$ cat src/rtl/prbs_gen.sv
// Parallel PRBS7/15/23/31 pattern generator with valid/ready output.
// Define PRBS_ERR_INJ_EN to build the bit-error injection logic and its counter.
module prbs_gen #(
    parameter int unsigned WIDTH = 80,
    parameter int unsigned CNT_W = 32
) (
    input  logic                     clk_i,
    input  logic                     rst_i,
    input  logic                     start_i,
    input  logic                     stop_i,
    input  logic [1:0]               prbs_sel_i,
    input  logic [30:0]              seed_i,
    output logic [WIDTH-1:0]         data_o,
    output logic                     valid_o,
    input  logic                     ready_i,
    input  logic                     inj_req_i,
    input  logic [$clog2(WIDTH):0]   inj_num_i,
    output logic [CNT_W-1:0]         inj_cnt_o,
    output logic                     busy_o
);

    localparam int unsigned NW = $clog2(WIDTH) + 1;

    typedef enum logic [1:0] {StIdle, StRun, StDrain} state_e;

    state_e             state_q, state_d;
    logic               valid_q, valid_d;
    logic [1:0]         sel_q;
    logic [30:0]        lfsr_q;
    logic [WIDTH-1:0]   data_q;

    logic               xfer;
    logic               load;
    logic [30:0]        seed_val;
    logic [30:0]        src_state;
    logic [1:0]         src_sel;
    logic [WIDTH+30:0]  gen;
    logic [WIDTH-1:0]   word_mask;

    // Unrolled WIDTH-step Fibonacci advance; returns {next_state, word}, word[0] earliest.
    function automatic logic [WIDTH+30:0] prbs_word(input logic [30:0] s_in,
                                                    input logic [1:0]  sel);
        logic [30:0]      s;
        logic [WIDTH-1:0] w;
        logic             b;
        s = s_in;
        w = '0;
        for (int i = 0; i < WIDTH; i++) begin
            case (sel)
                2'b00:   b = s[6] ^ s[5];
                2'b01:   b = s[14] ^ s[13];
                2'b10:   b = s[22] ^ s[17];
                default: b = s[30] ^ s[27];
            endcase
            s    = {s[29:0], b};
            w[i] = b;
        end
        return {s, w};
    endfunction

    // All-zero seed would lock the LFSR; substitute all-ones of the selected length.
    always_comb begin
        logic [30:0] mask;
        case (prbs_sel_i)
            2'b00:   mask = 31'h0000_007F;
            2'b01:   mask = 31'h0000_7FFF;
            2'b10:   mask = 31'h007F_FFFF;
            default: mask = 31'h7FFF_FFFF;
        endcase
        seed_val = seed_i & mask;
        if (seed_val == '0) begin
            seed_val = mask;
        end
    end

    assign xfer      = valid_q & ready_i;
    assign src_state = (state_q == StIdle) ? seed_val : lfsr_q;
    assign src_sel   = (state_q == StIdle) ? prbs_sel_i : sel_q;
    assign gen       = prbs_word(src_state, src_sel);

    always_comb begin
        state_d = state_q;
        valid_d = valid_q;
        load    = 1'b0;
        unique case (state_q)
            StIdle: begin
                if (start_i) begin
                    state_d = StRun;
                    valid_d = 1'b1;
                    load    = 1'b1;
                end
            end
            StRun: begin
                if (stop_i) begin
                    if (xfer) begin
                        state_d = StIdle;
                        valid_d = 1'b0;
                    end else begin
                        state_d = StDrain;
                    end
                end else if (xfer) begin
                    load = 1'b1;
                end
            end
            StDrain: begin
                if (xfer) begin
                    state_d = StIdle;
                    valid_d = 1'b0;
                end
            end
            default: begin
                state_d = StIdle;
                valid_d = 1'b0;
            end
        endcase
    end

    always_ff @(posedge clk_i or posedge rst_i) begin
        if (rst_i) begin
            state_q <= StIdle;
            valid_q <= 1'b0;
            sel_q   <= 2'b00;
            lfsr_q  <= '1;
            data_q  <= '0;
        end else begin
            state_q <= state_d;
            valid_q <= valid_d;
            if (load) begin
                sel_q  <= src_sel;
                lfsr_q <= gen[WIDTH+30:WIDTH];
                data_q <= gen[WIDTH-1:0] ^ word_mask;
            end
        end
    end

`ifdef PRBS_ERR_INJ_EN
    logic              inj_armed_q;
    logic [NW-1:0]     inj_num_q;
    logic [CNT_W-1:0]  inj_cnt_q;
    logic [NW-1:0]     inj_num_clamped;
    logic [CNT_W:0]    cnt_sum;

    assign inj_num_clamped = (inj_num_i > NW'(WIDTH)) ? NW'(WIDTH) : inj_num_i;
    assign cnt_sum         = {1'b0, inj_cnt_q} + (CNT_W+1)'(inj_num_q);

    always_comb begin
        word_mask = '0;
        for (int i = 0; i < WIDTH; i++) begin
            word_mask[i] = inj_armed_q && (NW'(i) < inj_num_q);
        end
    end

    // A request coinciding with a load arms for the following load.
    always_ff @(posedge clk_i or posedge rst_i) begin
        if (rst_i) begin
            inj_armed_q <= 1'b0;
            inj_num_q   <= '0;
            inj_cnt_q   <= '0;
        end else begin
            if (load && inj_armed_q) begin
                inj_armed_q <= 1'b0;
                inj_cnt_q   <= cnt_sum[CNT_W] ? '1 : cnt_sum[CNT_W-1:0];
            end
            if (inj_req_i) begin
                inj_armed_q <= 1'b1;
                inj_num_q   <= inj_num_clamped;
            end
        end
    end

    assign inj_cnt_o = inj_cnt_q;
`else
    logic unused_inj;
    assign unused_inj = ^{inj_req_i, inj_num_i};
    assign word_mask  = '0;
    assign inj_cnt_o  = '0;
`endif

    assign data_o  = data_q;
    assign valid_o = valid_q;
    assign busy_o  = (state_q != StIdle);

endmodule

$ cat config.mk
export PLATFORM = sky130hd
export DESIGN_NAME = prbs_gen
export DESIGN_NICKNAME = d
export VERILOG_FILES = /design/src/rtl/prbs_gen.sv
export SDC_FILE = /design/constraint.sdc
export NUM_CORES = 1
export LEC_CHECK = 0
export CORE_ASPECT_RATIO = 1.75
export CORE_MARGIN = 3
export CORE_UTILIZATION = 60
export CTS_BUF_LIST = sky130_fd_sc_hd__clkbuf_4
export DETAILED_ROUTE_END_ITERATION = 12
export DONT_BUFFER_PORTS = 1
export GPL_TIMING_DRIVEN = 0
export PLACE_DENSITY = 0.79
export SLEW_MARGIN = 20
export SYNTH_ARGS = -nofsm -noshare
export SYNTH_HDL_FRONTEND = slang
export SYNTH_SLANG_ARGS = --single-unit
$ cat constraint.sdc
create_clock -name clk_i -period 7.5 [get_ports clk_i]
set_input_delay 1.5 -clock clk_i [delete_from_list [all_inputs] [get_ports clk_i]]
set_output_delay 1.5 -clock clk_i [all_outputs]
set_load 0.05 [all_outputs]
==> results of run 1 <==
==> Yosys cell counts, drive strengths merged (21+ instances only) <==
cell	n
nor2	194
xnor2	187
nand2	109
a21oi	95
o21ai	91
dfrtp	85
clkbuf	75
xor2	72
buf	67
nand3	37
dfstp	31
o211ai	27
nor3	26
a211oi	25
o22ai	25
o21a	23
mux2i	22
a21o	21
==> per-stage QoR <==
| step | utilization (%) | setup TNS [ns] | std cells |
|---|---|---|---|
| 4_1_cts | 76.81 | -8.256 | 1934 |
| 2_1_floorplan | - | -15.36 | 1550 |
| 3_5_place_dp | 65.63 | -146.85 | 1796 |
| 3_3_place_gp | 65.46 | -148.65 | 1795 |
==> kinds of logic after synthesis <==
logic type	share of synthesized area, %
flip-flops	24.22
adder cells (fa/ha/maj)	0.3091
buffers and inverters	6.386
XOR/XNOR	18.92
multiplexers	2.761
other	0.03087
AND/OR/NAND/NOR	19.42
AO/OA/AOI/OAI	27.96
==> routing by layer <==
metal  overflow  track usage, %
met2          2           85.53
met4          1           61.01
met1          0           62.17
met3          0           31.76
met5          0           2.529
==> repair_timing <==
action                                  in CTS
pin swaps                                   79
endpoints found under the setup margin      69
buffers inserted                           111
gates resized for setup                    197
==> reports/metrics.yaml, run 1 <==
place_congestion: 1.120
die_x_um: 113.6
synth-edff-count: 0
worst_endpoint_kind: "sequential cell input"
ctsRootBufferMaster: "clkbuf_4"
postCtsHoldBufs: 0
clockBufferDepth: 2
synth-warning-count: 0
synth_area_sq_um: 12150
grt_max_degree: 81
synthDistinctLibCells: 103
error: "[ERROR GRT-0232] Routing congestion too high. Check the congestion heatmap in the GUI."
synth_largest_area_cell: "dfrtp_1"
outcome: "aborted with a tool error"
numCtsBuffers: 17
h-tree-depth: 4
haltStage: "5_1_grt"
start_util_pct: 61.27
synth_async_sr_flop_share_pct: 100.0
synthFlopType: "dfrtp_1"
grt_overflow: 3
io_pins: 161
rows: 68
grtUsageTotal_pct: 60.94
yosys-top-cells-area: "dfrtp_1 (18%), xnor2_1 (13%), dfstp_2 (6.7%)"
pre_cts_ws_ns: -3.081
io_buffers: 0
fp.dieH_um: 194.2
syn_area_per_cell_sq_um: 7.996
cts.sinks: 116
dp_hpwl_mm: 41.74
synth_seq_cells: 116
postPlaceCellArea_sq_um: 13010
synth_top_area_share_pct: 17.51
grt-worst-endpoint: "lfsr_q[2]$_DFFE_PP1P_/D"
synth_seq_area_share_pct: 24.22
synthCells: 1519
==> inputs of run 2 (changes only) <==
==> config.mk (replaced) <==
export PLATFORM = sky130hd
export DESIGN_NAME = prbs_gen
export DESIGN_NICKNAME = d
export VERILOG_FILES = /design/src/rtl/prbs_gen.sv
export SDC_FILE = /design/constraint.sdc
export NUM_CORES = 1
export LEC_CHECK = 0
export CORE_MARGIN = 3
export CORE_UTILIZATION = 40
export DETAILED_ROUTE_END_ITERATION = 12
export DONT_BUFFER_PORTS = 1
export GPL_TIMING_DRIVEN = 0
export PLACE_DENSITY_LB_ADDON = 0.15
export SLEW_MARGIN = 20
export SYNTH_ARGS = -nofsm -noshare
export SYNTH_HDL_FRONTEND = slang
export SYNTH_SLANG_ARGS = --single-unit
==> constraint.sdc (replaced) <==
create_clock -name clk_i -period 9.8 [get_ports clk_i]
set_input_delay 1.96 -clock clk_i [delete_from_list [all_inputs] [get_ports clk_i]]
set_output_delay 1.96 -clock clk_i [all_outputs]
set_load 0.05 [all_outputs]
==> reports/metrics.yaml, run 2 <==
h-tree-depth: 4
cts.sinks: 116
worstReg2RegEnd: "data_o[78]"
yosysMostFrequentCell: "nor2_1"
grtUsageTotal_pct: 31.26
syn_area_per_cell_sq_um: 7.996
initialDrtViolationCount: 1599
synthFlopType: "dfrtp_1"
setup-violations-final: 0
drc: 0
syn2layout_area_growth_pct: 16.77
fin_crit_ns: 9.567
synth_seq_area_share_pct: 24.22
synth_seq_cells: 116
rrSetupSlack_ns: 0.82
die_area_sq_um: 32490
fmax_mhz: 104.5
cts_tree: "built"
synth_top_area_share_pct: 17.51
drv_slew: 0
holdPathEnd: "lfsr_q[23]"
worst_clock_skew_ns: 0.01547
dp_hpwl_mm: 40.58
holdPathStages: 2
multi_input_area_sq_um: 9040
synth_area_sq_um: 12150
clockBufferDepth: 2
numCtsBuffers: 17
drtAntennaViolNets: 0
grt_max_degree: 78
place_congestion: 0.9939
hold_start: "lfsr_q[23]"
largest_register_ffs: 80
synth-edff-count: 0
synth_largest_area_cell: "dfrtp_1"
wl_per_cell_um: 26.55
fill_cells: 3055
layout_commonest_cell: "nor2_1"
drive_gt1_share_pct: 18.51
routed_wl_mm: 53.39
synthCells: 1519
critical_path.slowest_cell: "or4_4"
reg2reg_from: "state_q[1]"
routed_via_density: 6.360
synth-xor-area-share_pct: 18.92
hp-class: "flip-flop to flip-flop"
worstPathMaxFanout: 9
hold_violations: 0
slew_headroom_pct: 25.80
clock_latency_ns: 0.44
synth-warning-count: 0
antenna_found_initial: 0
tightest_slew_ns: 1.113
grt_first_pass_wirelength_mm: 78.25
vias: 12790
worstPathArrival_ns: 9.89
grt_pass1_vias: 12050
cp.required_ns: 10.12
reg2reg_depth: 35
start_util_pct: 40.77
core_sq_um: 29800
die_x_um: 180.3
critPathMaxStageDelay_ns: 0.53
crit_path_start_kind: "input pin"
timing.final.ws_setup_ns: 0.2328
nets: 1658
path_class: "input pin to flip-flop"
synth_top_family_by_area: "compound AO/OA/AOI/OAI gates"
firstDrtPassIters: 6
crit_path_end_kind: "flip-flop"
clkTransAtPathRegs_ns: 0.07
io_pins: 161
layout_common_cells: "nor2_1 (188), xnor2_1 (174), nand2_1 (106)"
synth_compound_area_share_pct: 27.96
synth_async_sr_flop_share_pct: 100.0
io_buffers: 0
pre_cts_ws_ns: -1.850
maxCapViolCount: 0
rows: 63
grt_overflow: 0
antennaDiodeCount: 0
yosys-top-cells-area: "dfrtp_1 (18%), xnor2_1 (13%), dfstp_2 (6.7%)"
yosys.area_share.adder_pct: 0.3090
synth_common_cells: "nor2_1 (192), xnor2_1 (183), nand2_1 (107)"
synthDistinctLibCells: 103
regArea_sq_um: 2942
fp.dieH_um: 180.3
synthSimpleGateAreaFrac_pct: 19.42
muxShareOfSynthArea_pct: 2.761
ctsRootBufferMaster: "clkbuf_16"
fin_crit_sh_pct: 97.62
outcome: "complete, no violations"
==> run 2: cell counts after synthesis <==
Identical to the previous run, type by type.
==> run 2: layout make-up <==
| type | instances | area share, % |
|---|---|---|
| multi-input cells | 1278 | 63.74 |
| flip-flops and latches | 116 | 20.74 |
| plain buffers | 141 | 5.134 |
| well taps | 390 | 3.440 |
| clock buffers | 17 | 2.999 |
| repair buffers | 40 | 2.258 |
| clock inverters | 15 | 1.288 |
| inverters | 14 | 0.4058 |
==> run 2: worst max path at each step <==
| stage | startpoint | end | slack, ns |
|---|---|---|---|
| finish | seed_i[5] | data_o[78] | 0.23 |
| global route | prbs_sel_i[0] | data_o[78] | -0.02 |
| CTS | prbs_sel_i[1] | data_o[78] | -0.03 |
| detailed placement | prbs_sel_i[1] | data_o[76] | -1.85 |
| global placement | prbs_sel_i[1] | data_o[76] | -1.88 |
| floorplan | seed_i[5] | data_o[78] | 0.72 |
==> run 2: through the flow <==
step           hold slack (ns)  setup TNS (ns)  utilization, %  cell area (sq um)  instances
4_1_cts                 0.4913        -0.03346           46.00              13710       1987
3_5_place_dp            0.4802          -52.84           42.95              12800       1942
3_3_place_gp            0.4745          -54.40           42.79              12750       1940
6_report                0.4947               0           47.60              14180       2011
2_1_floorplan           0.4360               0               -              12260       1550
5_1_grt                 0.5169        -0.02451           47.60              14180       2011
==> run 2: logic make-up (layout without fill, tap and decap cells) <==
logic type | after synthesis | count (layout)
AND/OR/NAND/NOR | 488 | 488
AO/OA/AOI/OAI | 466 | 466
buffers and inverters | 156 | 227
XOR/XNOR | 259 | 259
multiplexers | 30 | 30
adder cells (fa/ha/maj) | 3 | 3
other | 1 | 32
flip-flops | 116 | 116
==> run 2: what timing repair did <==
action,in CTS,in global routing
endpoints found under the setup margin,44,30
endpoints found under the hold margin,0,0
hold buffers,0,0
pin swaps,9,12
buffers inserted,14,24
cloned,0,0
resized for setup,40,58
==> run 2: worst max-delay path: cells and delay by family <==
family                    cells  cell delay [ns]
AOI/OAI and AO/OA            10             2.73
xor gates and xnor gates      3             0.88
buffers and inverters         5             0.96
muxes                         1             0.38
and+or+nand+nor              10             2.93
==> run 2: layer usage <==
metal  GRT usage [%]  vias up  share of wire (%)
met4           13.33        0                4.6
met5               0        -                  0
met3           6.742      162                 10
met1           41.60     6227                 40
met2           49.17      822                 45
li1                -     5579                  -
Power of run 2 is left out: the tool's default activity adds up to more than one toggle a clock period on the data nets, which glitch-free logic cannot reach.
